--- config.mk ---
export PLATFORM = sky130hd
export DESIGN_NAME = lfsr8
export DESIGN_NICKNAME = d
export VERILOG_FILES = /design/src/rtl/stream_pkg.sv /design/src/rtl/lfsr8.sv
export SDC_FILE = /design/constraint.sdc
export NUM_CORES = 1
export LEC_CHECK = 0
export ABC_AREA = 1
export BUFFER_PORTS_ARGS = -buffer_cell sky130_fd_sc_hd__buf_2
export CELL_PAD_IN_SITES_DETAIL_PLACEMENT = 1
export CELL_PAD_IN_SITES_GLOBAL_PLACEMENT = 1
export CORE_AREA = 10 10 47 49
export DETAILED_ROUTE_END_ITERATION = 8
export DIE_AREA = 0 0 57 59
export PLACE_DENSITY_LB_ADDON = 0.1
export SYNTH_ARGS = -nofsm -noshare
export SYNTH_HDL_FRONTEND = slang
export SYNTH_SLANG_ARGS = --single-unit
--- constraint.sdc ---
create_clock -name clk -period 0.8 [get_ports clk]
set_input_delay 0.04 -clock clk [delete_from_list [all_inputs] [get_ports clk]]
set_output_delay 0.04 -clock clk [all_outputs]
set_load 0.02 [all_outputs]
--- src/rtl/stream_pkg.sv ---
// Shared types for the stream sink checker: data width default,
// backpressure mode encodings, checker FSM states and the LFSR step.
package stream_pkg;

    localparam int DEF_DATA_W = 8;

    typedef enum logic [1:0] {
        BP_ALWAYS   = 2'd0,
        BP_LFSR     = 2'd1,
        BP_STALL    = 2'd2,
        BP_PERIODIC = 2'd3
    } bp_mode_e;

    typedef enum logic [1:0] {
        IDLE  = 2'd0,
        SYNC  = 2'd1,
        CHECK = 2'd2
    } state_e;

    // Fibonacci step for x^8+x^6+x^5+x^4+1, shifting towards the MSB.
    function automatic logic [7:0] lfsr8_step(input logic [7:0] s);
        return {s[6:0], s[7] ^ s[5] ^ s[4] ^ s[3]};
    endfunction

endpackage

--- src/rtl/lfsr8.sv ---
// 8-bit Fibonacci LFSR (x^8+x^6+x^5+x^4+1) with seed and step enable.
// Ports: clk, rst (async active-low), en (advance), q (current state).
module lfsr8
    import stream_pkg::*;
#(
    parameter logic [7:0] SEED = 8'hA5
) (
    input  logic       clk,
    input  logic       rst,
    input  logic       en,
    output logic [7:0] q
);

    logic [7:0] lfsr_q;
    logic [7:0] lfsr_d;

    always_comb begin
        lfsr_d = lfsr_q;
        if (en) begin
            lfsr_d = lfsr8_step(lfsr_q);
        end
    end

    always_ff @(posedge clk or negedge rst) begin
        if (!rst) begin
            lfsr_q <= SEED;
        end else begin
            lfsr_q <= lfsr_d;
        end
    end

    assign q = lfsr_q;

endmodule

## Yosys cells after proc, flatten, opt, wreduce, memory -nomap -nowiden

Cells that the tools add are included.

| cells by class | value |
|---|---|
| $add $sub $neg | 0 |
| multiply operators | 0 |
| div/mod/pow operators | 0 |
| order comparisons | 0 |
| equality and inequality tests | 0 |
| shift operators | 0 |
| mux-type cells | 0 |
| bitwise gates (word level) | 3 |
| reductions and logical operators | 0 |

Operators by type and width:

| kind | number |
|---|---|
| $xor 1x1->1 | 3 |

| word-level totals | value |
|---|---|
| register bits after elaboration | 8 |
| latch bits | 0 |
| bits in writable memories | 0 |
| ROM bits | 0 |
| bits of input ports | 3 |
| output and inout port bits | 8 |
| logic and storage cells | 4 |
| memories kept | 0 |

## Logic depth before layout (Yosys ltp)

| depth | value |
|---|---|
| depth in word-level cells | 3 |
| mapped depth | 6 |
| depth with buffers taken out | 6 |

## Worst setup path after synthesis

OpenSTA, ideal clock, no wires.

| timing path | value |
|---|---|
| kind | register -> register |
| start point | register lfsr_q[5], in the netlist q[5] |
| end point | register lfsr_q[0], in the netlist q[0] |
| setup time | 0.060 ns |
| arrival time | 0.903 ns |
| setup slack | -0.163 ns |
| cell stages (with the launch flop) | 7 |
| buffers on the path | 0 |
| clock period less this slack | 0.963 ns |
| path through | dfstp_2 > inv_1 > nand2_1 > nand2_1 > nand2_1 > nand3_1 > nand2_1 |

| between the ends | value |
|---|---|
| cells in the longest elaborated chain, start to end | 3 |

RTL lines:

| what | RTL line | source |
|---|---|---|
| from (decl) | lfsr8.sv:14 | `logic [7:0] lfsr_q;` |
| from (signal assigned) | lfsr8.sv:28 | `lfsr_q <= lfsr_d;` |
| $xor 1x1->1 (3 in a row) | stream_pkg.sv:22 | `return {s[6:0], s[7] ^ s[5] ^ s[4] ^ s[3]};` |

Every way passes these cells.
A chain may end at the register's enable or synchronous reset.

## Worst setup path after layout

Same ends and word-level chain as after synthesis.

==> flow_summary.json <==
{
  "grt_usage_pct": 6.45,
  "r2r_cells": 6,
  "overflow": 0,
  "routed_via_density": 4.16,
  "diodes": 0,
  "synth_top_area_share_pct": 28.6,
  "gp_congestion": 0.696,
  "drt-initial-drc-count": 0,
  "syn_area_um2": 368,
  "grt_pass1_wl_um": 1710,
  "path_buf_inv": 1,
  "synth-seq-cells": 8,
  "yosysUniqueCellTypes": 9,
  "synth_commonest_cells": "nand2_1 (20), o21ai_0 (7), inv_1 (6)",
  "insertion_delay_ps": 260,
  "syn-num-nets": 49,
  "worstSetupPathType": "register to register",
  "peakVddDrop_uv": 1200,
  "max_cap_viol_count": 0,
  "arrival_ps": 1240,
  "ys.flop_type": "dfstp_2",
  "multi_input_area_um2": 140,
  "worstPathCellList": "inv_2 -> nand2_1 -> nand2_1 -> nand2_1 -> nand3_2 -> nand2_1",
  "slew_headroom_pct": 86.5,
  "synth_cells": 46,
  "fp.dieArea_um2": 3360,
  "r2r-end": "q[0]",
  "max_stage_delay_ps": 570,
  "setup_viol": 16,
  "start_kind": "register",
  "drc": 0,
  "tightest_slew_ps": 202,
  "crit_required_ps": 1000,
  "place_inst": 75,
  "powerDensity_nw_per_um2": 3140,
  "regArea_um2": 205,
  "cts-root-buf": "clkbuf_4",
  "largest_reg_flops": 8,
  "start_util_pct": 26.3,
  "ant_nets": 0,
  "num_io_pins": 11,
  "min_period_ps": 1040,
  "cts_buffers": 3,
  "whs_endpoint": "q[0]",
  "grt_pass1_vias": 382,
  "synth_area_leaders": "dfstp_2 (29%), dfrtp_1 (27%), nand2_1 (20%)",
  "slew_viol_final": 0,
  "hold_violations": 0,
  "ff2ff_setup_slack_ps": -240,
  "clock_path_buffers": 2,
  "drive_gt1_share_pct": 52.2,
  "layout.cells.non_filler": 85,
  "drt-wirelength-per-cell_um": 11.6,
  "whs_path_depth": 3,
  "yosysSeqAreaShare_pct": 55.8,
  "fill_cells": 177,
  "coreArea_um2": 1400,
  "dpl.hpwl_um": 681,
  "avgSynthCellArea_um2": 8.00,
  "yosysWarnings": 0,
  "fp-row-count": 14,
  "slowest_stage": "dfstp_2",
  "area_growth_pct": 63.9,
  "async_flop_share_pct": 100,
  "total_power_mw": 1.89,
  "cp_common_cell": "nand2_1",
  "fp.dieW_um": 57,
  "vias": 354,
  "clock_sinks": 8,
  "synth-edff-count": 0,
  "cts_tree": "built",
  "portBuffers": 10,
  "floorplan.die.height_um": 59,
  "failed_checks": "negative setup slack",
  "end_kind": "register",
  "grt_max_degree": 13,
  "grt_antenna_before_repair": 0,
  "hold_path_startpoint": "en",
  "first_pass_iters": 1,
  "worst_slack_ps": -236,
  "synth_area_leader_cell": "dfstp_2",
  "htreeDepth": 1,
  "status": "finished with violations",
  "crit-reg2reg-launch": "q[5]",
  "fin_crit_sh_pct": 129,
  "fmax_mhz": 966,
  "synth_most_common_cell": "nand2_1",
  "fin_nets": 73,
  "cts.reportedPaths.clkPinSlew_ps": 70,
  "hp-class": "primary input to register",
  "grt_setup_unrepaired": "yes",
  "p_leak_nw": 0.309,
  "path_delay_family": "flip-flops",
  "routed_wl_um": 990,
  "cp_max_fo": 4,
  "skew_ps": 9.24
}
==> per-stage QoR <==
step	setup TNS (ps)	setup WS (ps)	hold WS [ps]	utilization (%)	area (um2)
3_3_place_gp	-392	-168	-101	32.4	454
5_1_grt	-2410	-309	122	43.0	603
2_1_floorplan	-311	-161	-256	-	368
3_5_place_dp	-395	-172	-108	32.4	454
4_1_cts	-1620	-196	98.0	41.8	586
6_report	-1570	-236	112	43.0	603
==> how the worst max path moves through the flow <==
stage | cells past startpoint | startpoint | end | slack [ps]
final | 6 | q[5] | q[0] | -240
after global routing | 6 | q[7] | q[0] | -310
after detailed placement | 6 | q[5] | q[0] | -170
after CTS | 6 | q[5] | q[0] | -200
after floorplan | 6 | q[5] | q[0] | -160
after global placement | 6 | q[7] | q[0] | -170
==> cells by family (layout without fill, tap and decap cells) <==
group                  Yosys count  after routing  synth area share [%]
AND/OR/NAND/NOR                 23             23                  23.8
flip-flops                       8              8                  55.8
buffers and inverters            8             31                  10.9
AO/OA/AOI/OAI                    7              7                  9.52
==> routing by layer <==
layer	up-vias	routed length, um	track usage, %
met4	0	0	4.03
met5	-	0	0
li1	184	-	-
met2	6	484	9.61
met3	0	52	2.79
met1	164	452	7.40
==> tightest hold or removal path, delay by kind of cell <==
family	cells	cell delay, ps
buffers and inverters	1	170
and+or+nand+nor	2	150
==> layout by cell type (no fill, tap or decap), drive strengths merged <==
cell type / n
nand2: 20
clkbuf: 4
nand3: 1
dfrtp: 4
inv: 7
buf: 19
dfstp: 4
o21ai: 7
dlygate4sd3: 1
nor2: 2
==> area by class of cell <==
type | instances | area share, %
flip-flops and latches | 8 | 34.0
multi-input cells | 30 | 23.2
clock buffers | 4 | 4.36
well taps | 16 | 3.32
inverters | 7 | 4.36
repair buffers | 20 | 30.7
==> repair_timing <==
action                     in CTS  in global routing
setup buffers                   5                  0
pin swaps                       1                  3
resized for setup              21                  7
hold endpoints to repair        8                  0
setup endpoints to repair      14                 16
hold buffers                    1                  0
==> power by group <==
group	switching, mW	total, mW	internal, mW
registers	0.118	0.673	0.555
clock network	0.153	0.345	0.192
logic	0.412	0.873	0.461
No activity file was read; power rests on OpenSTA's default activity.
